===== src/rtl/spi_pkg.sv =====
// Shared definitions for the single-wire serial link: frame width and transmitter states.
package spi_pkg;

    localparam int unsigned SPI_FRAME_WIDTH = 96;

    typedef enum logic [2:0] {
        IDLE  = 3'b001,
        START = 3'b010,
        SHIFT = 3'b100
    } spi_tx_state_t;

endpackage : spi_pkg


===== src/rtl/spi_tx_fsm_if.sv =====
// Parallel handshake and serial-side signals of the serial transmitter.
interface spi_tx_fsm_if #(
    parameter int unsigned PARALLEL_WIDTH = spi_pkg::SPI_FRAME_WIDTH
);
    logic                      parallel_valid;
    logic [PARALLEL_WIDTH-1:0] parallel_in;
    logic                      parallel_ready;
    logic                      serial_ready;
    logic                      serial_out;
    logic                      tx_busy;

    // master: upstream word source and serial observer; slave: the transmitter
    modport master (
        output parallel_valid,
        output parallel_in,
        input  parallel_ready,
        input  serial_ready,
        input  serial_out,
        input  tx_busy
    );

    modport slave (
        input  parallel_valid,
        input  parallel_in,
        output parallel_ready,
        output serial_ready,
        output serial_out,
        output tx_busy
    );
endinterface : spi_tx_fsm_if


===== src/rtl/spi_tx_fsm.sv =====
// Parallel-to-serial transmitter: start strobe then LSB-first payload, with a one-word
// holding register so consecutive frames leave no idle gap.
module spi_tx_fsm
    import spi_pkg::*;
#(
    parameter int unsigned PARALLEL_WIDTH = SPI_FRAME_WIDTH
) (
    input  logic         clk,
    input  logic         reset,
    spi_tx_fsm_if.slave  bus
);

    localparam int unsigned CNT_W = (PARALLEL_WIDTH > 1) ? $clog2(PARALLEL_WIDTH) : 1;
    localparam logic [CNT_W-1:0] CNT_INIT = CNT_W'(PARALLEL_WIDTH - 1);

    spi_tx_state_t             state, state_nxt;
    logic [PARALLEL_WIDTH-1:0] hold, hold_nxt;
    logic                      hold_full, hold_full_nxt;
    logic [PARALLEL_WIDTH-1:0] shift, shift_nxt;
    logic [CNT_W-1:0]          cnt, cnt_nxt;
    logic                      ready_q, ready_nxt;
    logic                      sready_q, sready_nxt;
    logic                      sout_q, sout_nxt;
    logic                      busy_q, busy_nxt;
    logic                      handshake;
    logic                      load;

    // State, datapath and output registers
    always_ff @(posedge clk or posedge reset) begin
        if (reset) begin
            state     <= IDLE;
            hold      <= '0;
            hold_full <= 1'b0;
            shift     <= '0;
            cnt       <= CNT_INIT;
            ready_q   <= 1'b1;
            sready_q  <= 1'b0;
            sout_q    <= 1'b0;
            busy_q    <= 1'b0;
        end else begin
            state     <= state_nxt;
            hold      <= hold_nxt;
            hold_full <= hold_full_nxt;
            shift     <= shift_nxt;
            cnt       <= cnt_nxt;
            ready_q   <= ready_nxt;
            sready_q  <= sready_nxt;
            sout_q    <= sout_nxt;
            busy_q    <= busy_nxt;
        end
    end

    // Next-state, datapath and registered-output decode
    always_comb begin
        state_nxt     = state;
        hold_nxt      = hold;
        hold_full_nxt = hold_full;
        shift_nxt     = shift;
        cnt_nxt       = cnt;
        load          = 1'b0;
        handshake     = bus.parallel_valid & ready_q;

        unique case (state)
            IDLE: begin
                if (hold_full) begin
                    load      = 1'b1;
                    state_nxt = START;
                end
            end
            START: begin
                state_nxt = SHIFT;
            end
            SHIFT: begin
                shift_nxt = shift >> 1;
                if (cnt == '0) begin
                    if (hold_full) begin
                        load      = 1'b1;
                        state_nxt = START;
                    end else begin
                        state_nxt = IDLE;
                    end
                end else begin
                    cnt_nxt = cnt - CNT_W'(1);
                end
            end
            default: begin
                state_nxt = IDLE;
            end
        endcase

        if (load) begin
            shift_nxt = hold;
            cnt_nxt   = CNT_INIT;
        end

        // A same-edge reload keeps the holding register full
        hold_full_nxt = (hold_full & ~load) | handshake;
        if (handshake) begin
            hold_nxt = bus.parallel_in;
        end

        ready_nxt  = ~hold_full_nxt;
        sready_nxt = (state_nxt == START);
        sout_nxt   = (state_nxt == SHIFT) & shift_nxt[0];
        busy_nxt   = (state_nxt != IDLE);
    end

    assign bus.parallel_ready = ready_q;
    assign bus.serial_ready   = sready_q;
    assign bus.serial_out     = sout_q;
    assign bus.tx_busy        = busy_q;

endmodule : spi_tx_fsm


===== src/flat_wrapper.sv =====
// flat-port wrapper written by rule: the top's interface ports become plain ports
module spi_tx_fsm_flat import spi_pkg::*;
#(
    parameter int unsigned PARALLEL_WIDTH = SPI_FRAME_WIDTH
)
  (clk, reset, bus_parallel_valid, bus_parallel_in, bus_parallel_ready, bus_serial_ready, bus_serial_out, bus_tx_busy);
  spi_tx_fsm_if #(.PARALLEL_WIDTH(PARALLEL_WIDTH)) bus_i ();
  input  logic clk;
  input  logic reset;
  input wire logic [$bits(bus_i.parallel_valid)-1:0] bus_parallel_valid;
  input wire logic [$bits(bus_i.parallel_in)-1:0] bus_parallel_in;
  output wire logic [$bits(bus_i.parallel_ready)-1:0] bus_parallel_ready;
  output wire logic [$bits(bus_i.serial_ready)-1:0] bus_serial_ready;
  output wire logic [$bits(bus_i.serial_out)-1:0] bus_serial_out;
  output wire logic [$bits(bus_i.tx_busy)-1:0] bus_tx_busy;
  assign bus_i.parallel_valid = bus_parallel_valid;
  assign bus_i.parallel_in = bus_parallel_in;
  assign bus_parallel_ready = bus_i.parallel_ready;
  assign bus_serial_ready = bus_i.serial_ready;
  assign bus_serial_out = bus_i.serial_out;
  assign bus_tx_busy = bus_i.tx_busy;
  spi_tx_fsm #(.PARALLEL_WIDTH(PARALLEL_WIDTH)) u_core (.clk(clk), .reset(reset), .bus(bus_i));
endmodule

===== config.mk =====
export PLATFORM = sky130hd
export DESIGN_NAME = spi_tx_fsm_flat
export DESIGN_NICKNAME = d
export VERILOG_FILES = /design/src/rtl/spi_pkg.sv /design/src/rtl/spi_tx_fsm_if.sv /design/src/rtl/spi_tx_fsm.sv /design/src/flat_wrapper.sv
export SDC_FILE = /design/constraint.sdc
export NUM_CORES = 1
export LEC_CHECK = 0
export CORE_MARGIN = 2
export CORE_UTILIZATION = 47
export DETAILED_ROUTE_END_ITERATION = 10
export GPL_TIMING_DRIVEN = 0
export PLACE_DENSITY = 0.71
export SLEW_MARGIN = 20
export SYNTH_ARGS = -nofsm -noshare
export SYNTH_HDL_FRONTEND = slang
export SYNTH_SLANG_ARGS = --single-unit

===== constraint.sdc =====
create_clock -name clk -period 9.53 [get_ports clk]
set_clock_uncertainty 0.05 [all_clocks]
set_input_delay 2.859 -clock clk [delete_from_list [all_inputs] [get_ports clk]]
set_output_delay 2.859 -clock clk [all_outputs]
set_load 0.02 [all_outputs]

[Word-level counts from Yosys, hierarchy flattened]
Cells that the tools add are included.
Storage, ports and cells
  bits in registers: 207
  output and inout port bits: 4
  logic and storage cells: 39
Operators by class
  add/subtract/negate cells: 1
  equality and inequality tests: 7
  mux-type cells: 12
  bitwise logic cells: 6
  reduce and logical (&&, ||, !) cells: 3
Operators with widths (number)
  96-bit 2-to-1 mux: 2
  7-bit 2-to-1 mux: 3
  3-bit case mux with 3 select lines: 1
  7-bit zero test: 1
  7-bit by 1-bit subtractor with 7-bit output (second input constant): 1
  3-bit by 2-bit equality test with 1-bit output (second input constant): 2
  3-bit equality test (second input constant): 2
  3-bit 2-to-1 mux: 2
  1-bit AND: 3
  3-bit by 1-bit equality test with 1-bit output (second input constant): 1
  3-bit by 1-bit != test with 1-bit output (second input constant): 1
  1-bit 2-to-1 mux: 2
  2-bit 2-to-1 mux: 1
  2-bit by 1-bit != test with 1-bit output (second input constant): 1
  1-bit NOT: 2
  1-bit case mux with 2 select lines: 1
  2-bit AND reduction: 1
  2-bit nonzero test: 1
  1-bit OR: 1

[Longest topological paths before layout]
  depth in word-level cells: 7
  mapped depth: 8
  gate-level depth less buffers: 7

[Worst setup path before layout]
No wires, ideal clock.
  path kind: input to register
  start: input port bus_parallel_valid
  end: register u_core.hold[73]
  library setup time: 0.125 ns
  arrival time: 4.077 ns
  setup slack: 5.279 ns
  stages: 4
  path buffers: 2
  path through: nand2_1 clkbuf_1 buf_1 mux2_2
On the way
  longest elaborated chain between the ends: 1
Ends and longest elaborated chain
  start, declared: line flat_wrapper.sv:10  | input wire logic [$bits(bus_i.parallel_valid)-1:0] bus_parallel_valid;
  1-bit AND: line spi_tx_fsm.sv:61  | handshake = bus.parallel_valid & ready_q;
  end signal, assigned: line spi_tx_fsm.sv:42  | hold <= hold_nxt;
  end, declared: line spi_tx_fsm.sv:17  | logic [PARALLEL_WIDTH-1:0] hold, hold_nxt;
No other way between the ends.
A chain may end at the register's enable or synchronous reset.

[Worst setup path in the final report]
  start: input port bus_parallel_valid
  end: register u_core.hold[77]
Same word-level chain as after synthesis.

==> flow_metrics.py <==
metrics = {
    "timing": {
        "worst_slew_pin_slew_ps": 746,
        "slew_headroom_pct": 50.2,
        "clock.fmax_mhz": 208,
        "finalCritPeriodShare_pct": 50.4,
        "finalWorstSetupSlack_ps": 4730,
        "grt_setup_unrepaired": "false",
        "setup_viol": 0,
        "tns_ps": 0,
        "finalHoldViolCount": 0,
        "slew_viol_final": 0,
        "fin_crit_ps": 4800,
    },
    "finish": {
        "fin_util_pct": 60.6,
        "diodes": 0,
        "area_delta_synth_final_pct": 25.6,
        "final_area_sq_um": 10600,
        "fill_cells": 1304,
        "drive_above_1_share_pct": 22.8,
        "final_nets": 821,
    },
    "pwr": {
        "power.density_nw_per_um2": 220,
        "p_leak_uw": 0.00452,
        "p_sw_share_pct": 22.0,
        "seqPwrFrac_pct": 49.1,
        "switchingPower_uw": 510,
        "worst_ir_drop_vdd_v": 0.000152,
        "combPwrFrac_pct": 10.2,
        "clkPwrFrac_pct": 40.7,
        "internal_power_uw": 1810,
    },
    "route": {
        "wire_per_inst_microns": 18.1,
        "routed_wl_microns": 17400,
        "via_per_inst": 5.55,
        "drc": 0,
        "vias": 5339,
        "drt_iter0_markers": 256,
        "drt_first_pass_iters": 4,
        "drt.antenna.violating_nets": 0,
    },
    "setup_path": {
        "r2r_end": "u_core.shift[2]",
        "rr_startpoint": "u_core.cnt[0]",
        "reg2reg_depth": 8,
        "r2r_slack_ps": 7030,
        "path_max_fanout": 10,
        "end_kind": "flop",
        "cp-start-kind": "input pin",
        "critPathArrivalTime_ps": 5120,
        "critical_path_required_ps": 9850,
        "criticalPathCategory": "input pin to flop",
    },
    "clocking": {
        "cts_root_buf": "clkbuf_16",
        "cts_tree": "done",
        "numCtsBuffers": 23,
        "post_cts_resize_count": 0,
        "clock_latency_ps": 490,
        "clock_path_buffers": 3,
        "ctsHoldBuffers": 0,
        "clkSinkCount": 207,
        "htree_levels": 1,
        "postCtsSetupBuffers": 0,
        "clkTransAtPathRegs_ps": 60,
    },
    "floorplanning": {
        "row_count": 48,
        "dieArea_sq_um": 19000,
        "start_util_pct": 48.3,
        "coreArea_sq_um": 17400,
        "dieWidth_microns": 138,
        "fp.dieH_microns": 138,
        "io_pins": 103,
    },
    "place": {
        "gp_congestion": 0.841,
        "portBuffers": 102,
        "place_area_sq_um": 9750,
        "dp_slack_ps": 4140,
        "place_hpwl_microns": 11300,
    },
    "grt": {
        "grt_usage_pct": 19.0,
        "grt_pass1_wl_microns": 28800,
        "grt_pass1_vias": 5769,
        "grt-ovfl-total": 0,
        "grt_max_degree": 111,
        "grt_antenna_before_repair": 0,
    },
    "logic_synthesis": {
        "syn_nets": 693,
        "yosys_warnings": 0,
        "ys_seq_area_share_pct": 61.7,
        "syn_inst": 593,
        "synth-main-ff-cell": "dfrtp_1",
        "ys_types": 38,
        "ys_seq_elements": 207,
        "synth_edf_count": 0,
        "async_flop_share_pct": 100,
        "synth_area_per_cell_sq_um": 14.2,
        "synth_top_cells_by_area": "dfrtp_1, mux2_2, a221o_1, nor2b_1, dfstp_2",
        "synth_top_area_share_pct": 59.2,
        "syn_area_sq_um": 8410,
        "yosys.area.top_type": "dfrtp_1",
    },
    "worst_hold_path": {
        "whs_endpoint": "u_core.shift[93]",
        "min_path_cells": 1,
        "min-delay-start": "u_core.shift[94]",
        "hp-class": "flop to flop",
    },
    "run": {
        "drv_cap": 0,
    },
    "status": {
        "status": "finished clean",
    },
}
-- worst max-delay path, cell delays in order --
cell and delay (ps):
clkdlybuf4s50_1 400, nand2_1 470, clkbuf_1 480, buf_1 500, mux2_2 400
-- synth_stat cells, drive strengths merged, types with 3 or more instances --
library cell and count:
a21oi 4, a221o 94, buf 27, clkbuf 14, dfrtp 199, dfstp 8, inv 8, mux2 96
nand2 5, nand2b 3, nand3 3, nor2 7, nor2b 94, nor3 4, o21ai 4
-- cells by family (layout without fill, tap and decap cells) --
logic type	count (synthesis)	after routing	share of synthesized area (%)
compound gates	111	111	12.7
buf+inv	49	193	2.99
simple gates	125	125	9.12
flops	207	207	61.7
fa+ha+maj	1	1	0.149
xor+xnor	2	2	0.208
mux	98	98	13.1
-- worst max path at each step --
stage                                  to  slack [ps]          startpoint
finish                    u_core.hold[77]        4730  bus_parallel_valid
global route              u_core.hold[66]        4580  bus_parallel_valid
CTS                       u_core.hold[77]        4640  bus_parallel_valid
detailed placement        u_core.hold[77]        4140  bus_parallel_valid
global placement          u_core.hold[57]       -1220               reset
floorplan           u_core.bus.serial_out         980               reset
-- through the flow --
stage               total power [uW]  hold slack, ps  std cells
CTS                             2350             438        962
global placement                1370             433        920
global route                    2420             463        962
detailed placement              1390             434        921
finish                          2320             443        962
floorplan                       1280             410        593
-- power groups by stage --
stage	clock network [uW]	logic, uW	registers (uW)
4_1_cts	966	244	1140
3_5_place_dp	0	241	1150
3_3_place_gp	0	226	1150
2_1_floorplan	0	171	1110
5_1_grt	999	262	1160
6_report	943	237	1140
-- flip-flops by register name, indices dropped and copies added, names as in the netlist --
name	count
u_core.bus.parallel_ready	1
u_core.state	3
u_core.hold_full	1
u_core.cnt	7
u_core.shift	96
u_core.hold	96
u_core.bus.serial_out	1
u_core.bus.tx_busy	1
u_core.bus.serial_ready	1
-- layer usage --
| layer | track usage (%) | vias to the layer above | routed length (microns) |
|---|---|---|---|
| met5 | 0 | - | 0 |
| met4 | 4.65 | 0 | 393 |
| met3 | 3.24 | 33 | 940 |
| met2 | 31.1 | 153 | 8130 |
| met1 | 26.5 | 2707 | 7940 |
| li1 | - | 2446 | - |
-- layout make-up --
class                   count  area (sq um)  share of cell area [%]
well taps                 225           282                    2.67
multi-input cells         337          2970                    28.1
flip-flops and latches    207          5190                    49.1
clock buffers              32           639                    6.05
inverters                   8          37.5                   0.355
clock inverters             9           173                    1.63
repair buffers            103          1050                    9.93
plain buffers              41           221                    2.10
-- placed cells by master, fill, tap and decap left out, types with 2 or more instances in the layout --
master,synthesis,layout
a21oi_2,3,3
bufinv_16,0,5
nand2b_1,3,3
clkbuf_8,0,3
mux2i_1,2,2
dfstp_2,8,8
clkinv_2,0,3
nor2_1,7,7
xnor2_1,2,2
nor3b_1,2,2
buf_6,7,7
clkdlybuf4s50_1,0,102
nand3b_1,2,2
a221o_1,94,94
buf_2,12,12
o21ai_0,3,3
inv_1,7,6
nor3_1,3,3
a211o_1,2,2
clkbuf_16,0,23
dfrtp_1,199,199
clkbuf_1,14,20
nor2b_1,94,94
mux2_2,96,96
nand3_1,3,3
buf_1,8,8
nand2_1,5,5
nor4_1,2,2
No activity file was read; power rests on OpenSTA's default activity.
==> patch (same settings) <==
`SPI_FRAME_WIDTH`: 96 -> 192.
--- a/src/rtl/spi_pkg.sv
+++ b/src/rtl/spi_pkg.sv
@@ -1,7 +1,7 @@
 // Shared definitions for the single-wire serial link: frame width and transmitter states.
 package spi_pkg;
 
-    localparam int unsigned SPI_FRAME_WIDTH = 96;
+    localparam int unsigned SPI_FRAME_WIDTH = 192;
 
     typedef enum logic [2:0] {
         IDLE  = 3'b001,
Ports: changed (resized bus_parallel_in); port bits go from 103 to 199. The function was not compared with the original's and may differ.
==> patch against the unedited design <==
- worst setup slack better by 0.0068 ns
- power is 86% higher
- area after synthesis is 95% higher
- utilization is 0.63 points lower
- largest cell class unchanged
- critical path type unchanged
- wire length is 100% higher
- design area is 96% higher
- clock power is 80% higher
- first-iteration DRC count is 100% higher
- sequential cell count is 193 higher
==> patch: results (changes against the unedited design) <==
Place
  – Count of buffers from port buffering: 198 (was 102)
  – RePlAce Congestion: 0.798 (was 0.841)
  – Final HPWL DP: 23900 µm (was 11300 µm)

Routing
  – Via count: 10300 (was 5339)
  – Metal-1 WL: 15600 µm (was 7940 µm)
  – Metal3 WL: 1970 µm (was 940 µm)
  – WL/cell: 18.7 µm (was 18.1 µm)

Timing
  – Slew margin rel.: 0.440 (was 0.502)

Critical path
  – Worst r2r dst: u_core.hold[41]$_DFFE_PP0P_ (was u_core.shift[2]$_DFFE_PP0P_)
  – CP max stage delay: 0.67 ns (was 0.50 ns)
  – Flop-to-flop setup slack: 7.08 ns (was 7.03 ns)
  – R2R depth: 4 (was 8)
  – Slowest-stage cell, CP: clkbuf_1 (was buf_1)

Cells and area
  – Filler Cell Count: 2741 (was 1304)
  – # clk buffers: 66 (was 32)
  – Clk cell area share: 0.0710 (was 0.0769)
  – Inserted Diodes: 4 (was 0)
  – # nets final: 1589 (was 821)
  – Multi-input gate share of the layout cell area: 0.284 (was 0.281)
  – Number of non-clock buffers in the layout: 299 (was 144)
  – Fin cells: 1883 (was 962)

Logic synthesis
  – Syn nets: 1332 (was 693)
  – Synthesized area per cell: 14.4 µm² (was 14.2 µm²)
  – Post-Synth Adder-Cell Area: 0.00153 (was 0.00149)
  – Mux share of post-synthesis cell area: 0.132 (was 0.131)

Run status
  – Status: finished, final reports clean (unchanged)

Pwr
  – P_clk: 1.70 mW (was 0.943 mW)
  – Worst VDD drop: 161 µV (was 152 µV)
  – Sw power: 0.966 mW (was 0.510 mW)

Min path
  – Min-delay src: u_core.shift[91]$_DFFE_PP0P_ (was u_core.shift[94]$_DFFE_PP0P_)
  – Worst hold endpoint: u_core.shift[90]$_DFFE_PP0P_ (was u_core.shift[93]$_DFFE_PP0P_)

Clock network
  – H-Tree Depth: 2 (was 1)
  – CTS sink cnt: 400 (was 207)
  – Worst-Skew Late Latency: 0.54 ns (was 0.49 ns)

GRT
  – Met2 usage: 0.316 (was 0.311)
  – Largest net degree at the start of global routing: 36 (was 111)
  – Initial antenna violation count: 4 (was 0)
  – Met1 Track Usage GR: 0.265 (about the same)
patch: cell count changes after synthesis, moves of 4 or more:
cell	unedited run	this run
a221o_1	94	190
a31oi_1	0	4
and2b_1	0	128
buf_1	8	4
buf_2	12	22
buf_6	7	12
clkbuf_1	14	48
dfrtp_1	199	391
mux2_2	96	192
nand2_1	5	13
nor2_1	7	3
nor2b_1	94	64
patch: worst register-to-register path: stages (launching register included):
cell and delay (ns):
dfstp_2 0.38, nand2_1 0.23, clkbuf_1 0.67, clkbuf_1 0.59
mux2_2 0.41
patch: stage by stage:
step / hold slack, ns / instance area, µm² / setup slack (ns) / TNS [ns] / total power, mW
4_1_cts: 0.449 / 20700 / 4.71 / 0 / 4.37
6_report: 0.446 / 20700 / 4.73 / 0 / 4.32
3_5_place_dp: 0.435 / 19200 / 4.16 / 0 / 2.65
3_3_place_gp: 0.429 / 18900 / -1.33 / -504.60 / 2.61
5_1_grt: 0.466 / 20700 / 4.60 / 0 / 4.51
2_1_floorplan: 0.400 / 16400 / 1.24 / 0 / 2.45
